### config.mk
export PLATFORM = sky130hd
export DESIGN_NAME = matrix_operand_buffer
export DESIGN_NICKNAME = d
export VERILOG_FILES = /design/src/rtl/mob_pkg.sv /design/src/rtl/mob_load_counter.sv /design/src/rtl/matrix_operand_buffer.sv
export SDC_FILE = /design/constraint.sdc
export NUM_CORES = 1
export LEC_CHECK = 0
export BUFFER_PORTS_ARGS = -buffer_cell sky130_fd_sc_hd__buf_2
export CORE_ASPECT_RATIO = 2
export CORE_MARGIN = 10
export CORE_UTILIZATION = 25
export CTS_CLUSTER_DIAMETER = 60
export DETAILED_ROUTE_END_ITERATION = 6
export PLACE_DENSITY = 0.48
export SLEW_MARGIN = 5
export SYNTH_ARGS = -nofsm -noshare
export SYNTH_HDL_FRONTEND = slang
export SYNTH_SLANG_ARGS = --single-unit
### constraint.sdc
create_clock -name clk -period 4.65 [get_ports clk]
set_input_delay 0.2325 -clock clk [delete_from_list [all_inputs] [get_ports clk]]
set_output_delay 0.2325 -clock clk [all_outputs]
set_load 0.03 [all_outputs]
### src/rtl/mob_pkg.sv
// Shared types for the matrix operand buffer: controller states and load-target encodings.
package mob_pkg;

   typedef enum logic [1:0] {
      LOAD   = 2'd0,
      READY  = 2'd1,
      STREAM = 2'd2,
      DONE   = 2'd3
   } mob_state_t;

   localparam logic SEL_W = 1'b0;
   localparam logic SEL_X = 1'b1;

endpackage

### src/rtl/mob_load_counter.sv
// Saturating fill counter for one operand matrix; full_nxt looks one edge ahead so the
// controller can leave LOAD on the same edge as the final write.
module mob_load_counter #(
   parameter int MAX   = 9,
   parameter int CNT_W = $clog2(MAX + 1)
) (
   input  logic             clk,
   input  logic             clear_n,
   input  logic             flush,
   input  logic             inc,
   output logic [CNT_W-1:0] count,
   output logic             full,
   output logic             full_nxt
);

   localparam logic [CNT_W-1:0] CNT_MAX = CNT_W'(MAX);

   always_ff @(posedge clk or negedge clear_n) begin
      if (!clear_n) begin
         count <= '0;
      end else if (flush) begin
         count <= '0;
      end else if (inc && !full) begin
         count <= count + 1'b1;
      end
   end

   assign full     = (count == CNT_MAX);
   assign full_nxt = full || (inc && (count == CNT_MAX - 1'b1));

endmodule

### src/rtl/matrix_operand_buffer.sv
// N x N operand store: serial load of W and X, then N valid/ready outer-product beats.
// Define MOB_OVF_FLAG_EN to enable the sticky ovf_err overflow flag.
//
// state  | meaning
// LOAD   | accepting load beats until both matrices hold N*N elements
// READY  | both matrices full, start high, waiting for run
// STREAM | presenting beat k (column k of W, row k of X) until handshake
// DONE   | pass complete; run replays, flush returns to LOAD
module matrix_operand_buffer
   import mob_pkg::*;
#(
   parameter int DATA_W = 4,
   parameter int N      = 3
) (
   input  logic                  clk,
   input  logic                  clear_n,
   input  logic                  flush,
   input  logic                  in_valid,
   input  logic                  in_sel,
   input  logic [DATA_W-1:0]     data_in,
   output logic                  in_ready,
   output logic                  start,
   input  logic                  run,
   output logic                  out_valid,
   input  logic                  out_ready,
   output logic [$clog2(N)-1:0]  out_idx,
   output logic                  out_last,
   output logic [N*DATA_W-1:0]   data_outw,
   output logic [N*DATA_W-1:0]   data_outx,
   output logic                  done,
   output logic                  ovf_err
);

   localparam int CNT_W  = $clog2(N*N + 1);
   localparam int IDX_W  = $clog2(N);
   localparam int ADDR_W = $clog2(N*N);
   localparam logic [IDX_W-1:0] K_LAST = IDX_W'(N - 1);

   mob_state_t state;

   logic [DATA_W-1:0] w_mem [N*N];
   logic [DATA_W-1:0] x_mem [N*N];

   logic [CNT_W-1:0] w_cnt, x_cnt;
   logic w_full, x_full, w_full_nxt, x_full_nxt;
   logic accept, w_inc, x_inc;

   assign in_ready = (state == LOAD) && ((in_sel == SEL_X) ? !x_full : !w_full);
   // flush drops any load beat presented in the same cycle
   assign accept   = in_valid && in_ready && !flush;
   assign w_inc    = accept && (in_sel == SEL_W);
   assign x_inc    = accept && (in_sel == SEL_X);

   mob_load_counter #(.MAX(N*N), .CNT_W(CNT_W)) u_cnt_w (
      .clk      (clk),
      .clear_n  (clear_n),
      .flush    (flush),
      .inc      (w_inc),
      .count    (w_cnt),
      .full     (w_full),
      .full_nxt (w_full_nxt)
   );

   mob_load_counter #(.MAX(N*N), .CNT_W(CNT_W)) u_cnt_x (
      .clk      (clk),
      .clear_n  (clear_n),
      .flush    (flush),
      .inc      (x_inc),
      .count    (x_cnt),
      .full     (x_full),
      .full_nxt (x_full_nxt)
   );

   always_ff @(posedge clk) begin
      if (w_inc) w_mem[ADDR_W'(w_cnt)] <= data_in;
      if (x_inc) x_mem[ADDR_W'(x_cnt)] <= data_in;
   end

   logic [IDX_W-1:0]    nxt_idx;
   logic [N*DATA_W-1:0] nxt_w, nxt_x;

   // Operands for the beat that will be presented after the next edge.
   always_comb begin
      nxt_idx = '0;
      if (state == STREAM && out_idx != K_LAST) nxt_idx = out_idx + 1'b1;
      nxt_w = '0;
      nxt_x = '0;
      for (int i = 0; i < N; i++) begin
         nxt_w[i*DATA_W +: DATA_W] = w_mem[ADDR_W'(i*N + int'(nxt_idx))];
         nxt_x[i*DATA_W +: DATA_W] = x_mem[ADDR_W'(int'(nxt_idx)*N + i)];
      end
   end

   always_ff @(posedge clk or negedge clear_n) begin
      if (!clear_n) begin
         state     <= LOAD;
         start     <= 1'b0;
         done      <= 1'b0;
         out_valid <= 1'b0;
         out_idx   <= '0;
         out_last  <= 1'b0;
         data_outw <= '0;
         data_outx <= '0;
      end else if (flush) begin
         state     <= LOAD;
         start     <= 1'b0;
         done      <= 1'b0;
         out_valid <= 1'b0;
         out_idx   <= '0;
         out_last  <= 1'b0;
         data_outw <= '0;
         data_outx <= '0;
      end else begin
         case (state)
            LOAD: begin
               if (w_full_nxt && x_full_nxt) begin
                  state <= READY;
                  start <= 1'b1;
               end
            end
            READY, DONE: begin
               if (run) begin
                  state     <= STREAM;
                  start     <= 1'b0;
                  done      <= 1'b0;
                  out_valid <= 1'b1;
                  out_idx   <= '0;
                  out_last  <= 1'b0;
                  data_outw <= nxt_w;
                  data_outx <= nxt_x;
               end
            end
            STREAM: begin
               if (out_ready) begin
                  if (out_idx == K_LAST) begin
                     state     <= DONE;
                     done      <= 1'b1;
                     out_valid <= 1'b0;
                     out_idx   <= '0;
                     out_last  <= 1'b0;
                     data_outw <= '0;
                     data_outx <= '0;
                  end else begin
                     out_idx   <= nxt_idx;
                     out_last  <= (nxt_idx == K_LAST);
                     data_outw <= nxt_w;
                     data_outx <= nxt_x;
                  end
               end
            end
            default: state <= LOAD;
         endcase
      end
   end

`ifdef MOB_OVF_FLAG_EN
   // in_ready is low both for a full target and for any state other than LOAD
   always_ff @(posedge clk or negedge clear_n) begin
      if (!clear_n) begin
         ovf_err <= 1'b0;
      end else if (flush) begin
         ovf_err <= 1'b0;
      end else if (in_valid && !in_ready) begin
         ovf_err <= 1'b1;
      end
   end
`else
   assign ovf_err = 1'b0;
`endif

endmodule
==> flow_results.org <==
** Yosys
- Post-synthesis net count :: 425
- Mapped Cells :: 400
- In the post-synthesis netlist, the cell with the most instances is sky130_fd_sc_hd__edfxtp_1.
- Library cells used by synthesis :: 56
- List of most frequent post-synthesis cells :: 72 x sky130_fd_sc_hd__edfxtp_1, 44 x sky130_fd_sc_hd__nand2_1, 40 x sky130_fd_sc_hd__dfrtp_1
- Number of enable-type register cells in the synthesized netlist :: between 70 and 80
- Of all cell types, the one taking the most synthesized area is sky130_fd_sc_hd__edfxtp_1.
- The share of the Yosys chip area taken by registers is about three fifths.
- Average footprint of a synthesized cell :: 13.27 sq um
- After synthesis the cells add up to about 5300 sq um.
- In the synthesized netlist the async set-or-reset flop fraction comes to between 30% and 40%.
- Most common flop cell mapped by yosys :: sky130_fd_sc_hd__edfxtp_1
- Yosys attributes the largest share of cell area to sky130_fd_sc_hd__edfxtp_1 41%, sky130_fd_sc_hd__dfrtp_1 19%, sky130_fd_sc_hd__mux4_2 7.6%.
- Fraction of synthesized cell area taken by the top area cell type :: 40.75%
- The Yosys step of the flow raised 0 warnings.
- The synthesized design contains between 100 and 150 register bits.

** Clock tree
- Number of buffers created by CTS :: 9
- The longest clock path from root to sink contains 2 buffers.
- Clock latency on the worst-skew pair :: 0.36 ns
- TritonCTS built the clock tree.
- The root buffer cell chosen for the clock tree is sky130_fd_sc_hd__clkbuf_16.
- Count of clock tree sinks :: 112
- Post-CTS repair changed the size of 0 cells.
- Number of H-tree levels :: 3
- Reg clk slew, reported paths :: 0.07 ns
- After clock tree synthesis, the setup repair step added 0 buffers.
- The number of hold buffers added after CTS was 0.

** Pwr
- Internal cell power :: 0.001515 W
- Relative contribution of combinational cells to total power :: 2.9%
- Net switching is 20.96% of the power.
- Of the total power, registers draw a little under three fifths.
- Final Total Pwr :: 0.001916 W
- Across the VDD grid, the largest voltage drop is 0.1430 mV.
- Net Switching :: roughly 0.0004 W
- In this run the static leakage power is 2.361 nW.
- In this run, the clock network consumes between 40% and 50% of the power.
- For this design the ratio of total power to cell area is 314.9 nW/um^2.

** Floorplanning
- Site row count :: 75
- The die is 226.0 microns tall.
- Full die area :: 27810 sq um
- Initial core utilization :: 25.36%
- After floorplanning, the core was sized to cover approximately 21000 sq um.
- Measured along the x axis, the die boundary spans 123.0 microns.
- Number of I/O pins :: 43

** Timing
- In the finished design, the share of the clock period the worst path needs comes to 76.66%.
- Setup violations remaining at the end of the flow were counted as 0.
- For the final routed database, the setup TNS stands at 0 ns.
- Fin crit period :: 3.565 ns
- The final-report hold violation count was 0.
- Timing would allow up to ~280 MHz.
- The tightest hold path in the finished design has a slack of 0.03901 ns.
- The final count of pins violating max slew came to 0.
- Worst slew margin :: about a fifth
- Skew final :: 0.01122 ns
- Setup repair after global routing left no endpoint under its margin.
- Once routing completed, OpenROAD measured the worst setup slack at 1.085 ns.
- For the pin with the worst max-slew slack, the measured transition is 1.181 ns.

** Status
- The run finished with clean final reports.

** Routing
- Routed via count :: 3341
- In this run the remaining antenna-violating nets after routing total 0.
- Dividing the detail-routed via count by the number of cells gives 4.719.
- After detailed routing, the average wire length per cell comes to 18.17 microns.
- Iter 0 DRT Violations :: 177
- Wire length reported by the detailed router :: around 13 mm
- Post-detailed-route DRC marker count :: 0
- First-pass iteration count of the detailed router :: 4

** Flow run
- Across the run, the number of max-cap violations was 0.

** Setup path
- The number of cells on the worst reg-to-reg path is 8.
- In this run the critical register-to-register path is launched from out_idx[0].
- Of all nets on the critical path, the largest fanout is 19.
- Arrival time at the worst endpoint :: 3.80 ns
- Data on the critical path is required at its endpoint by 4.89 ns.
- The worst setup path is captured at a flip-flop.
- By startpoint and endpoint, the worst setup path is classified as reg2reg.
- The worst register-to-register path ends at data_outx[1].
- The worst register-to-register path has a setup slack of ~1.1 ns.
- The worst setup path is launched from a flip-flop.

** Final layout
- The number of antenna diodes in the final layout is 0.
- Sequential cell area :: 3163 sq um
- Compared with the post-synthesis result, the final layout area differs by 14.67%.
- Multi-input gate area in the final layout :: 2017 sq um
- Cells with a size suffix above 1 make up 19.13% of the layout.
- Nets :: 459
- Fin util :: between 20% and 30%
- Count of filler cells inserted in the layout :: 2059

** Placed design
- Input and output buffers added on the ports amount to 41.
- Before CTS, the worst setup slack after placement is 1.101 ns.
- Final Wtd Congestion :: 0.7847
- Detailed placement ended at an HPWL of 9.934 mm.

** Hold path
- Worst min-delay path class :: in2async

** Global route
- The initial antenna violation count is 0.
- Vias in the first global route :: 3517
- After global routing the overflow that remains totals 0.
- Wire length of the first global-routing pass :: 20.27 mm
- In the global route stage, overall resource usage came out at 9.545%.
- Entering global routing, the biggest net connects 41 pins.
## routing by layer
| metal | vias up | part of all wire [%] | global-route usage (%) | routed length, microns |
|---|---|---|---|---|
| met1 | 1672 | 37 | 9.739 | 4788 |
| met2 | 71 | 57 | 17.87 | 7290 |
| met4 | 0 | 1.8 | 3.964 | 233 |
| met5 | - | 0 | 0 | 0 |
| li1 | 1587 | - | - | - |
| met3 | 11 | 4.3 | 2.151 | 548 |
## layout make-up
cell class                 instances  share of cell area (%)
sequential                       112                   51.98
timing repair buffer              45                   3.866
multi-input combinational        257                   33.15
inverter                           9                  0.5552
clock inverter                     4                  0.8637
tap                              269                   5.532
clock buffer                      12                   4.051
## how the worst max path moves through the flow
| stage | end | slack, ns | startpoint | cells after the start |
|---|---|---|---|---|
| floorplan | data_outx[1] | 0.91 | out_idx[0] | 12 |
| global placement | data_outx[1] | 1.19 | out_idx[0] | 8 |
| detailed placement | data_outx[1] | 1.10 | out_idx[0] | 8 |
| CTS | data_outx[1] | 1.07 | out_idx[0] | 8 |
| global route | data_outx[1] | 0.93 | out_idx[0] | 8 |
| finish | data_outx[1] | 1.09 | out_idx[0] | 8 |
## stage by stage
step                cells  area (sq um)
detailed placement    692          5786
floorplan             400          5306
global route          708          6085
CTS                   708          6085
finish                708          6085
global placement      692          5786
## cells in the final DEF (no fill, tap or decap), types with 3 or more instances in the layout
cell type	instances
sky130_fd_sc_hd__edfxtp_1	72
sky130_fd_sc_hd__nand2_1	44
sky130_fd_sc_hd__buf_2	41
sky130_fd_sc_hd__dfrtp_1	40
sky130_fd_sc_hd__and2_1	18
sky130_fd_sc_hd__nor2_1	18
sky130_fd_sc_hd__mux4_2	18
sky130_fd_sc_hd__ha_1	14
sky130_fd_sc_hd__a31oi_1	13
sky130_fd_sc_hd__nand2b_1	11
sky130_fd_sc_hd__nand3_1	11
sky130_fd_sc_hd__clkbuf_16	9
sky130_fd_sc_hd__a22o_1	8
sky130_fd_sc_hd__mux2i_1	8
sky130_fd_sc_hd__and3_1	8
sky130_fd_sc_hd__inv_1	7
sky130_fd_sc_hd__a221o_1	7
sky130_fd_sc_hd__nor2b_1	6
sky130_fd_sc_hd__a21oi_1	6
sky130_fd_sc_hd__a211oi_1	5
sky130_fd_sc_hd__xnor2_1	5
sky130_fd_sc_hd__o21ai_0	5
sky130_fd_sc_hd__a32o_1	4
sky130_fd_sc_hd__buf_4	4
sky130_fd_sc_hd__nor3b_1	3
sky130_fd_sc_hd__nor3_1	3
sky130_fd_sc_hd__nand3b_1	3
sky130_fd_sc_hd__o221ai_1	3
sky130_fd_sc_hd__mux2_2	3
## cell families (layout without fill, tap and decap cells)
group	count (synthesis)	count (layout)	share of synthesized area, %
adders and majority gates	14	14	3.301
buffers and inverters	31	70	2.381
DFF	112	112	59.61
xor gates and xnor gates	7	7	1.155
muxes	30	30	9.998
and+or+nand+nor	136	136	13.51
AOI/OAI and AO/OA	69	69	9.975
other	1	1	0.07067
## power groups by stage
stage          Sequential, W  Clock (W)  Combinational (W)
2_1_floorplan        0.00109          0          0.0000258
3_3_place_gp         0.00109          0          0.0000562
3_5_place_dp         0.00109          0          0.0000567
4_1_cts              0.00107   0.000808          0.0000569
5_1_grt              0.00107   0.000856          0.0000612
6_report             0.00107   0.000793          0.0000549
## critical path: stages (launching register included)
cell and delay (ns):
sky130_fd_sc_hd__dfrtp_1 0.57, sky130_fd_sc_hd__inv_1 0.09, sky130_fd_sc_hd__ha_1 0.31, sky130_fd_sc_hd__or4b_2 0.86, sky130_fd_sc_hd__inv_1 0.20, sky130_fd_sc_hd__ha_1 0.44, sky130_fd_sc_hd__mux4_2 0.37, sky130_fd_sc_hd__mux2_2 0.28
sky130_fd_sc_hd__a221o_1 0.32
## flip-flops by register name (all words and copies together) (netlist names)
name           cells
w_mem             36
state              2
u_cnt_w.count      4
x_mem             36
out_idx            2
out_last           1
done               1
data_outw         12
u_cnt_x.count      4
start              1
data_outx         12
out_valid          1
Power figures use the tool's default switching activity.
